--- src/rtl/alu_seq_pkg.sv ---
// Shared types and constants for the sequential execute unit.
package alu_seq_pkg;

    // Widened 4-bit opcode space; 4'h8..4'hF are illegal.
    typedef enum logic [3:0] {
        ADD  = 4'h0,
        SUB  = 4'h1,
        AND  = 4'h2,
        XOR  = 4'h3,
        LSH  = 4'h4,
        RSH  = 4'h5,
        LFSR = 4'h6,
        CMP  = 4'h7
    } op_t;

    typedef enum logic [1:0] {
        IDLE,
        BUSY,
        DONE
    } state_t;

    localparam logic [3:0] OP_ILLEGAL_BASE = 4'h8;

    // Legacy 3-bit mnemonic encoding still used by the existing core.
    typedef enum logic [2:0] {
        MNE_ADD,
        MNE_SUB,
        MNE_AND,
        MNE_XOR,
        MNE_LSH,
        MNE_RSH,
        MNE_LFSR,
        MNE_CMP
    } op_mne;

endpackage

--- src/rtl/alu_seq_if.sv ---
// Decode-side and writeback-side handshakes of the execute unit.
interface alu_seq_if #(
    parameter int W   = 8,
    parameter int OPW = 4
);
    logic           InValid;
    logic           InReady;
    logic [OPW-1:0] Op;
    logic [W-1:0]   InA;
    logic [W-1:0]   InB;
    logic           OutValid;
    logic           OutReady;
    logic [W-1:0]   Out;
    logic           Carry;
    logic           Zero;
    logic           Err;

    // Master: decode stage issuing ops and writeback consuming results.
    modport master (
        output InValid, Op, InA, InB, OutReady,
        input  InReady, OutValid, Out, Carry, Zero, Err
    );

    // Slave: the execute unit itself.
    modport slave (
        input  InValid, Op, InA, InB, OutReady,
        output InReady, OutValid, Out, Carry, Zero, Err
    );
endinterface

--- src/rtl/alu_seq_step.sv ---
// One iteration of a multi-cycle op; res = {carry, next_state}.
module alu_seq_step
    import alu_seq_pkg::*;
#(
    parameter int W = 8
) (
    input  op_t          op,
    input  logic [W-1:0] state,
    input  logic [W-1:0] taps,
    output logic [W:0]   res
);

    // Shift by one bit (carry = bit shifted out) or advance the LFSR once.
    always_comb begin
        res = {1'b0, state};
        case (op)
            LSH:     res = {state[W-1], state[W-2:0], 1'b0};
            RSH:     res = {state[0], 1'b0, state[W-1:1]};
            LFSR:    res = {1'b0, state[W-2:0], ^(state & taps)};
            default: res = {1'b0, state};
        endcase
    end

endmodule

--- src/rtl/alu_seq.sv ---
// Sequential execute unit: single-cycle ALU ops plus iterative shifts and LFSR.
module alu_seq
    import alu_seq_pkg::*;
#(
    parameter int W          = 8,
    parameter int OPW        = 4,
    parameter int LFSR_STEPS = 8
) (
    input logic     Clk,
    input logic     Reset,
    alu_seq_if.slave bus
);

    localparam int MAX_IT = (W > LFSR_STEPS) ? W : LFSR_STEPS;
    localparam int CW     = $clog2(MAX_IT + 1);

    localparam logic [W-1:0]  W_VAL    = W'(W);
    localparam logic [CW-1:0] CNT_W    = CW'(W);
    localparam logic [CW-1:0] CNT_LFSR = CW'(LFSR_STEPS);

    state_t        state_q, state_d;
    op_t           op_q, op_d;
    logic [W-1:0]  acc_q, acc_d;
    logic [W-1:0]  taps_q, taps_d;
    logic          carry_q, carry_d;
    logic          zero_q, zero_d;
    logic          err_q, err_d;
    logic [CW-1:0] cnt_q, cnt_d;
    logic [W:0]    step_res;
    logic [W:0]    sum;

    assign sum = {1'b0, bus.InA} + {1'b0, bus.InB};

    alu_seq_step #(
        .W(W)
    ) u_step (
        .op   (op_q),
        .state(acc_q),
        .taps (taps_q),
        .res  (step_res)
    );

    // Next-state and datapath: compute at accept, iterate in BUSY, hold in DONE.
    always_comb begin
        state_d = state_q;
        op_d    = op_q;
        acc_d   = acc_q;
        taps_d  = taps_q;
        carry_d = carry_q;
        zero_d  = zero_q;
        err_d   = err_q;
        cnt_d   = cnt_q;
        case (state_q)
            IDLE: begin
                if (bus.InValid) begin
                    op_d    = op_t'(bus.Op);
                    taps_d  = bus.InB;
                    carry_d = 1'b0;
                    err_d   = 1'b0;
                    cnt_d   = '0;
                    state_d = DONE;
                    if (bus.Op >= OPW'(OP_ILLEGAL_BASE)) begin
                        acc_d = '0;
                        err_d = 1'b1;
                    end else begin
                        case (op_t'(bus.Op))
                            ADD: begin
                                acc_d   = sum[W-1:0];
                                carry_d = sum[W];
                            end
                            SUB: begin
                                acc_d   = bus.InA - bus.InB;
                                carry_d = (bus.InA < bus.InB);
                            end
                            AND: acc_d = bus.InA & bus.InB;
                            XOR: acc_d = bus.InA ^ bus.InB;
                            CMP: acc_d = {{(W-1){1'b0}}, (bus.InA == bus.InB)};
                            LSH, RSH: begin
                                acc_d   = bus.InA;
                                // Amounts beyond the width behave like a full-width shift.
                                cnt_d   = (bus.InB >= W_VAL) ? CNT_W : CW'(bus.InB);
                                state_d = (cnt_d == '0) ? DONE : BUSY;
                            end
                            LFSR: begin
                                acc_d   = bus.InA;
                                cnt_d   = CNT_LFSR;
                                state_d = BUSY;
                            end
                            default: acc_d = '0;
                        endcase
                    end
                    zero_d = (acc_d == '0);
                end
            end
            BUSY: begin
                acc_d   = step_res[W-1:0];
                carry_d = step_res[W];
                zero_d  = (step_res[W-1:0] == '0);
                cnt_d   = cnt_q - CW'(1);
                if (cnt_q == CW'(1)) begin
                    state_d = DONE;
                end
            end
            DONE: begin
                if (bus.OutReady) begin
                    state_d = IDLE;
                end
            end
            default: state_d = IDLE;
        endcase
    end

    // FSM state register.
    always_ff @(posedge Clk) begin
        if (Reset) begin
            state_q <= IDLE;
        end else begin
            state_q <= state_d;
        end
    end

    // Datapath registers; reset discards any in-flight op.
    always_ff @(posedge Clk) begin
        if (Reset) begin
            op_q    <= ADD;
            acc_q   <= '0;
            taps_q  <= '0;
            carry_q <= 1'b0;
            zero_q  <= 1'b0;
            err_q   <= 1'b0;
            cnt_q   <= '0;
        end else begin
            op_q    <= op_d;
            acc_q   <= acc_d;
            taps_q  <= taps_d;
            carry_q <= carry_d;
            zero_q  <= zero_d;
            err_q   <= err_d;
            cnt_q   <= cnt_d;
        end
    end

    assign bus.InReady  = (state_q == IDLE);
    assign bus.OutValid = (state_q == DONE);
    assign bus.Out      = acc_q;
    assign bus.Carry    = carry_q;
    assign bus.Zero     = zero_q;
    assign bus.Err      = err_q;

endmodule
--- src/flat_wrapper.sv ---
// flat-port wrapper written by rule: the top's interface ports become plain ports
module alu_seq_flat import alu_seq_pkg::*;
#(
    parameter int W          = 8,
    parameter int OPW        = 4,
    parameter int LFSR_STEPS = 8
)
  (Clk, Reset, bus_InValid, bus_Op, bus_InA, bus_InB, bus_OutReady, bus_InReady, bus_OutValid, bus_Out, bus_Carry, bus_Zero, bus_Err);
  alu_seq_if #(.W(W), .OPW(OPW)) bus_i ();
  input logic Clk;
  input logic Reset;
  input wire logic [$bits(bus_i.InValid)-1:0] bus_InValid;
  input wire logic [$bits(bus_i.Op)-1:0] bus_Op;
  input wire logic [$bits(bus_i.InA)-1:0] bus_InA;
  input wire logic [$bits(bus_i.InB)-1:0] bus_InB;
  input wire logic [$bits(bus_i.OutReady)-1:0] bus_OutReady;
  output wire logic [$bits(bus_i.InReady)-1:0] bus_InReady;
  output wire logic [$bits(bus_i.OutValid)-1:0] bus_OutValid;
  output wire logic [$bits(bus_i.Out)-1:0] bus_Out;
  output wire logic [$bits(bus_i.Carry)-1:0] bus_Carry;
  output wire logic [$bits(bus_i.Zero)-1:0] bus_Zero;
  output wire logic [$bits(bus_i.Err)-1:0] bus_Err;
  assign bus_i.InValid = bus_InValid;
  assign bus_i.Op = bus_Op;
  assign bus_i.InA = bus_InA;
  assign bus_i.InB = bus_InB;
  assign bus_i.OutReady = bus_OutReady;
  assign bus_InReady = bus_i.InReady;
  assign bus_OutValid = bus_i.OutValid;
  assign bus_Out = bus_i.Out;
  assign bus_Carry = bus_i.Carry;
  assign bus_Zero = bus_i.Zero;
  assign bus_Err = bus_i.Err;
  alu_seq #(.W(W), .OPW(OPW), .LFSR_STEPS(LFSR_STEPS)) u_core (.Clk(Clk), .Reset(Reset), .bus(bus_i));
endmodule
--- config.mk ---
export PLATFORM = sky130hd
export DESIGN_NAME = alu_seq_flat
export DESIGN_NICKNAME = d
export VERILOG_FILES = /design/src/rtl/alu_seq_pkg.sv /design/src/rtl/alu_seq_if.sv /design/src/rtl/alu_seq_step.sv /design/src/rtl/alu_seq.sv /design/src/flat_wrapper.sv
export SDC_FILE = /design/constraint.sdc
export NUM_CORES = 1
export LEC_CHECK = 0
export ABC_AREA = 1
export BUFFER_PORTS_ARGS = -buffer_cell sky130_fd_sc_hd__clkbuf_2
export CORE_ASPECT_RATIO = 0.9
export CORE_MARGIN = 4
export CORE_UTILIZATION = 62
export CTS_CLUSTER_DIAMETER = 120
export DETAILED_ROUTE_END_ITERATION = 8
export PLACE_DENSITY = 0.86
export SLEW_MARGIN = 15
export SYNTH_ARGS = -nofsm -noshare
export SYNTH_HDL_FRONTEND = slang
export SYNTH_SLANG_ARGS = --single-unit
--- constraint.sdc ---
create_clock -name Clk -period 4.7 [get_ports Clk]
set_input_delay 0.94 -clock Clk [delete_from_list [all_inputs] [get_ports Clk]]
set_output_delay 0.94 -clock Clk [all_outputs]
set_load 0.01 [all_outputs]
Word level (Yosys, flattened, before mapping)
Index checks and enable logic that the tools add are counted.
{"block": "word_totals", "regBits": 29, "out_inout_bits": 13, "wordCells": 72}
{"block": "op_classes", "n_addsub": 3, "magnitude_cmp": 3, "n_eq_ne": 17, "n_mux": 26, "bitwise_logic": 3, "reduce_logical": 12}
{"cell": "$pmux 8 s6", "count": 1}
{"cell": "$mux 8", "count": 4}
{"cell": "$eq 4x3->1 const B", "count": 7}
{"cell": "$pmux 9 s3", "count": 1}
{"cell": "$and 8x8->8", "count": 2}
{"cell": "$logic_not 8->1", "count": 2}
{"cell": "$pmux 4 s2", "count": 2}
{"cell": "$pmux 8 s2", "count": 1}
{"cell": "$mux 4", "count": 3}
{"cell": "$mux 2", "count": 5}
{"cell": "$add 8x8->9", "count": 1}
{"cell": "$eq 4x1->1 const B", "count": 2}
{"cell": "$eq 4x2->1 const B", "count": 2}
{"cell": "$eq 8x8->1", "count": 1}
{"cell": "$ge 8x4->1 const B", "count": 1}
{"cell": "$logic_not 4->1", "count": 2}
{"cell": "$lt 8x8->1", "count": 1}
{"cell": "$reduce_xor 8->1", "count": 1}
{"cell": "$sub 8x8->8", "count": 1}
{"cell": "$xor 8x8->8", "count": 1}
{"cell": "$pmux 1 s2", "count": 3}
{"cell": "$pmux 2 s3", "count": 1}
{"cell": "$ge 4x4->1 const B", "count": 1}
{"cell": "$mux 1", "count": 4}
{"cell": "12 further kinds", "count": 14}

Depth between registers and ports, before layout
Gate-level depths: netlist of run 1.
{"block": "depth", "word_depth": 9, "ltp_mapped": 14, "mapped_depth_nobuf": 14}

Cells and area by module
From an unflattened synthesis of run 1, not the netlist that was laid out.
{"block": "unflattened", "cells_unflattened": 470, "hier_area_um2": 2802.7}
{"module": "alu_seq", "instances": 1, "cells_each": 380, "area_per_inst_um2": 2377.3}
{"module": "alu_seq_step", "instances": 1, "cells_each": 90, "area_per_inst_um2": 425.4}

Worst setup path after synthesis of run 1
No wires, ideal clock.
{"block": "synth_timing", "path_kind": "input to register", "from": "input bus_InA[0]", "to": "register u_core.zero_q (netlist: u_core.bus.Zero)", "setup_time_ns": 0.066, "arrival_time_ns": 2.340, "path_slack_ns": 2.294, "path_stages": 13, "n_path_buf": 0, "cell_sequence": "inv_1 ha_1 inv_1 fa_1 xnor2_1 nor2_1 nor2_1 nand3_1 nor2_1 nand2_1 nor2_1 nand2_1 a21oi_2"}
{"block": "synth_between", "elab_chain_cells": 8}
{"element": "start: declaration", "line_no": "flat_wrapper.sv:14", "rtl": "input wire logic [$bits(bus_i.InA)-1:0] bus_InA;"}
{"element": "$sub 8x8->8 (tied with other cells)", "line_no": "alu_seq.sv:72", "rtl": "acc_d = bus.InA - bus.InB;"}
{"element": "$pmux 8 s6 (*)", "line_no": "alu_seq.sv:66", "rtl": "case (op_t'(bus.Op))"}
{"element": "$mux 8 (*)", "line_no": "alu_seq.sv:62", "rtl": "if (bus.Op >= OPW'(OP_ILLEGAL_BASE)) begin"}
{"element": "$mux 8 (*)", "line_no": "alu_seq.sv:55", "rtl": "if (bus.InValid) begin"}
{"element": "$mux 8 (*)", "line_no": "alu_seq.sv:53", "rtl": "case (state_q)"}
{"element": "$logic_not 8->1 (*)", "line_no": "alu_seq.sv:92", "rtl": "zero_d = (acc_d == '0);"}
{"element": "$mux 1 (*)", "line_no": "alu_seq.sv:55"}
{"element": "$pmux 1 s2 (*)", "line_no": "alu_seq.sv:53"}
{"element": "end signal: assignment", "line_no": "alu_seq.sv:137", "rtl": "zero_q <= zero_d;"}
{"element": "end: declaration", "line_no": "alu_seq.sv:26", "rtl": "logic zero_q, zero_d;"}
Mark *: on every way between the ends. The rest lies on a longest branch, timed or not. The select of a mux whose other input is x is not followed.
A chain may end at the register's enable or synchronous reset.

Final worst setup path of run 1
{"block": "layout_timing", "from": "input bus_InValid", "to": "register u_core.zero_q (netlist: u_core.bus.Zero)"}
{"block": "layout_between", "elab_chain_cells": 2}
{"element": "start: declaration", "line_no": "flat_wrapper.sv:12", "rtl": "input wire logic [$bits(bus_i.InValid)-1:0] bus_InValid;"}
{"element": "$ne 2x2->1 (no source line)"}
{"element": "$reduce_and 2->1 (no source line)"}
No other way between the ends.

==> results of run 1 <==
[routing by layer]
layer	track usage	up-vias
met5	0	-
li1	-	1611
met1	0.389	1401
met2	0.447	148
met4	0.0524	0
met3	0.0415	6
[sequential cells by signal, indices dropped and copies added (netlist names)]
register          count
u_core.bus.Carry      1
u_core.bus.Err        1
u_core.bus.Out        8
u_core.bus.Zero       1
u_core.cnt_q          4
u_core.op_q           4
u_core.state_q        2
u_core.taps_q         8
[cell families (layout without fill, tap and decap cells)]
group,after synthesis,count (layout),share of synthesized area
AO/OA/AOI/OAI,85,85,0.172
XOR/XNOR,2,2,0.00634
adder cells (fa/ha/maj),21,21,0.101
buffers and inverters,84,117,0.118
flip-flops,29,29,0.210
AND/OR/NAND/NOR,260,260,0.393
[how the worst min path moves through the flow]
stage	slack, ns	depth (start not counted)	to
2_1_floorplan	0.46	2	u_core.taps_q[0]
5_1_grt	0.53	2	u_core.bus.Err
4_1_cts	0.49	2	u_core.bus.Err
3_3_place_gp	0.47	2	u_core.bus.Err
6_report	0.49	2	u_core.bus.Err
3_5_place_dp	0.48	2	u_core.bus.Err
[worst max-delay path: stages]
cell and delay, ns:
clkbuf_2 0.08, nand2_1 0.23, inv_1 0.36, nor2_2 0.65, inv_1 0.28, o21ai_0 0.29
a21oi_2 0.04
[synth_stat cells, types with 5 or more instances]
master | n | area share
dfxtp_1 | 29 | 0.21
inv_2 | 7 | 0.0095
nand2_1 | 143 | 0.19
nor2_1 | 58 | 0.079
ha_1 | 19 | 0.086
buf_2 | 5 | 0.0091
a21oi_1 | 32 | 0.058
inv_1 | 65 | 0.088
nor2_2 | 5 | 0.011
nand3_1 | 40 | 0.072
a31oi_1 | 10 | 0.023
o21ai_0 | 26 | 0.047
[power groups by stage]
stage               sequential (W)  clock, W  combinational [W]
detailed placement        0.000289         0           0.000237
finish                    0.000285  0.000193           0.000243
CTS                       0.000284  0.000194           0.000238
floorplan                 0.000288         0           0.000171
global route              0.000286  0.000207           0.000274
global placement          0.000289         0           0.000233
[cells in the final DEF (no fill, tap or decap), types with 4 or more instances in the layout]
cell type and instances:
a31oi_1 10, inv_2 7, nand3_1 40, ha_1 19
nand2_1 143, o22ai_1 4, o21ai_0 26, clkbuf_2 36
nor2_1 58, inv_1 65, nand4_1 4, nor2_2 5
clkbuf_8 5, dfxtp_1 29, a21oi_1 32
[metrics by stage]
step | setup WS [ns] | instances | power (W) | utilization
2_1_floorplan | 2.29 | 481 | 0.000459 | -
3_3_place_gp | 1.90 | 566 | 0.000522 | 0.709
3_5_place_dp | 1.83 | 566 | 0.000527 | 0.709
4_1_cts | 2.11 | 574 | 0.000716 | 0.729
5_1_grt | 1.89 | 574 | 0.000767 | 0.729
6_report | 1.99 | 574 | 0.000720 | 0.729
[cell type report]
class / instances / share of cell area
timing repair buffer: 36 / 0.0591
tap: 60 / 0.0246
multi-input combinational: 368 / 0.609
sequential: 29 / 0.190
clock buffer: 6 / 0.0238
clock inverter: 2 / 0.00328
inverter: 73 / 0.0903
==> out/metrics.cfg, run 1 <==
[clock_tree]
root_buffer = clkbuf_8
cts_made_buffers = 5
postCtsSetupRepairBufs = 0
insertion_delay_ns = 0.27
cts.sinks = 29
clkTransAtPathRegs_ns = 0.07
cts_resized = 0
cts_tree = done
cts_buffer_depth = 2
cts_htree_levels = 2
cts_hold_buf = 0

[route]
wl_per_cell_um = 12.9
via_per_inst = 5.52
dr_wl_met3_um = 716
drc_errors = 0
drtPass1Iterations = 6
antenna_left = 0
highest_layer = met4
vias = 3166
drt-met1-wl_mm = 3.35
wirelength_mm = 7.40
wl_met2_mm = 3.28
first_iter_violations = 424

[floorplan]
core_area_sq_mm = 0.00418
num_io_pins = 37
dieWidth_um = 78.4
die_h_um = 71.3
die-area_sq_mm = 0.00559
num_rows = 22
start_util = 0.660

[sta]
min_period_ns = 2.71
tns_ns = 0
timing.hold.ws_ns = 0.491
rsz0062_at_grt = no
hold_viol_final = 0
fin_skew_ns = 0.00648
setup_viol = 0
slew_viol_final = 0
slew-limit-headroom = 0.534
fmax_mhz = 369
worstMarginPinSlew_ns = 0.699
finalCritPeriodShare = 0.577

[pwr]
p_leak_nw = 1.62
power_switching_w = 0.000269
p_per_area_mw_per_mm2 = 236
max-vdd-ir-drop_mv = 0.225
power_frac_clock = 0.268
switching_share = 0.374
intPower_w = 0.000451
sequentialPowerShare = 0.395
share_comb_of_total_power = 0.337

[grt]
grt_antenna_before_repair = 0
grt_pass1_wl_mm = 12.7
grt-ovfl-total = 0
grt_usage = 0.274
grt_max_degree = 25
grt_pass1_vias = 2878

[critical_path]
critPathArrivalTime_ns = 2.88
worstPathRequired_ns = 4.86
startpoint = bus_InValid
r2r_cells = 7
end_kind = flip-flop
timing.rr.end = u_core.bus.Zero
critPathCapture = u_core.bus.Zero
r2r_setup_slack_ns = 2.27
crit_fanout = 24
r2r_start = u_core.state_q[0]
path_class = input pin to flip-flop
cp-start-kind = input pin

[layout]
synthToLayoutAreaGrowth_pct = 10.4
area.sequential_sq_um = 581
layout-drive-gt1-share = 0.125
multiInputGateArea_sq_mm = 0.00186
num_antenna_cells = 0
n_fill_cell = 405
final_cell_area_sq_mm = 0.00305
nNetsFinal = 558

[status]
status = finished clean

[synth]
synth_warnings = 0
avgSynthCellArea_sq_um = 5.74
syn_nets = 526
synth_cell_types = 35
synthCells = 481
synth_seq_area_share = 0.210
async_flop_share = 0
synth-seq-cells = 29
netlist_area_sq_mm = 0.00276
synth_edf_count = 0
synthFlopType = dfxtp_1

[flow_run]
maxCapViolCount = 0

[hold_path]
min_path_type = flip-flop to flip-flop
hp-start = u_core.bus.Err

[placement]
place_congestion = 0.940
placed_cell_area_sq_mm = 0.00297
dp_hpwl_mm = 5.93
port_buffers = 36

Note: power is estimated with default switching activity, not from simulation.
==> inputs of run 2 (changes only) <==
--- a/config.mk
+++ b/config.mk
@@ -9,10 +9,10 @@
 export BUFFER_PORTS_ARGS = -buffer_cell sky130_fd_sc_hd__clkbuf_2
 export CORE_ASPECT_RATIO = 0.9
 export CORE_MARGIN = 4
-export CORE_UTILIZATION = 62
+export CORE_UTILIZATION = 53
 export CTS_CLUSTER_DIAMETER = 120
 export DETAILED_ROUTE_END_ITERATION = 8
-export PLACE_DENSITY = 0.86
+export PLACE_DENSITY = 0.78
 export SLEW_MARGIN = 15
 export SYNTH_ARGS = -nofsm -noshare
 export SYNTH_HDL_FRONTEND = slang
==> constraint.sdc (replaced) <==
create_clock -name Clk -period 2.25 [get_ports Clk]
set_input_delay 0.45 -clock Clk [delete_from_list [all_inputs] [get_ports Clk]]
set_output_delay 0.45 -clock Clk [all_outputs]
set_load 0.01 [all_outputs]
==> out/metrics.cfg, run 2 (synthesis results as in run 1) <==
[sta]
min_period_ns = 1.92
tns_ns = 0  ; unchanged
setup_viol = 0  ; unchanged
finalCritPeriodShare = 0.854
rsz0062_at_grt = no
timing.hold.ws_ns = 0.417  ; -0.0742 ns
hold_viol_final = 0  ; unchanged
worstMarginPinSlew_ns = 0.540  ; -0.158 ns
fmax_mhz = 520
fin_skew_ns = 0.00607  ; -0.000409 ns
slew-limit-headroom = 0.640  ; +0.106
slew_viol_final = 0  ; unchanged
post-route-worst-setup-slack_ns = 0.328  ; -1.66 ns

[clock_tree]
postCtsSetupRepairBufs = 0  ; unchanged
root_buffer = clkbuf_8
insertion_delay_ns = 0.29  ; +0.02 ns
cts_made_buffers = 5  ; unchanged
cts_resized = 0  ; unchanged
cts_hold_buf = 0  ; unchanged
cts.sinks = 29  ; unchanged
clkTransAtPathRegs_ns = 0.07  ; about the same
cts_buffer_depth = 2  ; unchanged
cts_tree = done
cts_htree_levels = 2  ; unchanged

[critical_path]
path_class = input pin to flip-flop
path_cells = clkbuf_2, inv_1, ha_1, inv_1, fa_1, nand3_1, nand2_1, nand2_1, nand3_1, nand3_1, nand3_1, nor2_1, nand2_1, a21oi_2
crit_fanout = 3  ; -88%
critPathArrivalTime_ns = 2.15  ; -0.73 ns
cp_slowest_cell = fa_1
critPathTopFamily = simple AND/OR/NAND/NOR gates
worstPathRequired_ns = 2.48  ; -2.38 ns
path_common_cell = nand3_1
end_kind = flip-flop
cp-start-kind = input pin
cp_slowest_stage_delay_ns = 0.41  ; -0.24 ns
cp_num_buf_inv = 3  ; unchanged

[route]
drc_errors = 0  ; unchanged
first_iter_violations = 293  ; -31%
drtPass1Iterations = 5  ; -1
wirelength_mm = 7.82  ; +5.7%
antenna_left = 0  ; unchanged
vias = 3195  ; +0.92%
via_per_inst = 5.42  ; -1.7%
wl_per_cell_um = 13.3  ; +3.0%

[pwr]
p_per_area_mw_per_mm2 = 511  ; +120%
p_leak_nw = 1.68  ; +3.6%
power_w = 0.00161  ; +120%
max-vdd-ir-drop_mv = 0.404  ; +80%

[grt]
grt_antenna_before_repair = 0  ; unchanged
grt_pass1_wl_mm = 13.0  ; +2.8%
grt_pass1_vias = 2842  ; -1.3%
grt_usage = 0.246  ; -0.0283
grt-ovfl-total = 0  ; unchanged
grt_max_degree = 24  ; -4.0%

[placement]
dp_hpwl_mm = 6.23  ; +5.0%
place_congestion = 0.949  ; +1.0%
placed_cell_area_sq_mm = 0.00305  ; +2.7%
port_buffers = 36  ; unchanged
place_ws_ns = 0.0470  ; -1.78 ns

[floorplan]
core_area_sq_mm = 0.00495  ; +18%
num_rows = 24  ; +9.1%
dieWidth_um = 84.1  ; +7.3%
start_util = 0.558  ; -0.103
die_h_um = 76.5  ; +7.2%
die-area_sq_mm = 0.00643  ; +15%
num_io_pins = 37  ; unchanged

[layout]
final_cell_area_sq_mm = 0.00315  ; +3.3%
nNetsFinal = 568  ; +1.8%
n_fill_cell = 492  ; +21%
synthToLayoutAreaGrowth_pct = 14.0
final_cell_mix = 143 x nand2_1, 65 x inv_1, 58 x nor2_1
layout-drive-gt1-share = 0.143  ; +0.0186
final_common_cell = nand2_1
num_antenna_cells = 0  ; unchanged

[status]
status = finished clean

[flow_run]
maxCapViolCount = 0  ; unchanged

[hold_path]
min_path_type = input pin to flip-flop

## run 2: cell count changes in the layout (fill, tap and decap cells not counted), sizes merged
| cell | before | now |
|---|---|---|
| clkinv | 3 | 2 |
| clkbuf | 42 | 43 |
| buf | 0 | 10 |
## run 2: tightest hold or removal path: stages
cell and delay [ns]:
clkbuf_2 0.07, inv_1 0.03, nand2_1 0.05, a21oi_1 0.05
## run 2: metrics by stage
step / cells / utilization
CTS: 589 / 0.636
finish: 589 / 0.636
global route: 589 / 0.636
global placement: 581 / 0.615
detailed placement: 581 / 0.615
floorplan: 481 / -
## run 2: final timing paths
kind              cells past startpoint  slack (ns)              start           endpoint
setup reg to reg                     10        0.45  u_core.state_q[0]    u_core.bus.Zero
hold / removal                        4        0.42       bus_OutReady  u_core.state_q[1]
setup / recovery                     14        0.33         bus_InA[0]    u_core.bus.Zero
hold reg to reg                       2        0.49   u_core.taps_q[0]   u_core.taps_q[0]
## run 2: cell type report
class                      count  area [sq um]  share of cell area
timing repair buffer          46           255              0.0810
inverter                      73           275              0.0874
clock buffer                   7          96.3              0.0306
multi-input combinational    368          1860               0.589
sequential                    29           581               0.184
tap                           65          81.3              0.0258
clock inverter                 1          5.00             0.00159
## run 2: report_power, final
| part | internal [W] | leakage (nW) | switching, W |
|---|---|---|---|
| registers | 0.000558 | 0.239 | 0.0000349 |
| clock network | 0.000276 | 0.0542 | 0.000209 |
| logic | 0.000189 | 1.38 | 0.000343 |
## run 2: routing by layer
layer  vias to the layer above  global-route usage  routed length, um
met3                         9              0.0389                664
met1                      1421               0.353               3640
li1                       1634                   -                  -
met4                         0              0.0611                 65
met5                         -                   0                  0
met2                       131               0.382               3450
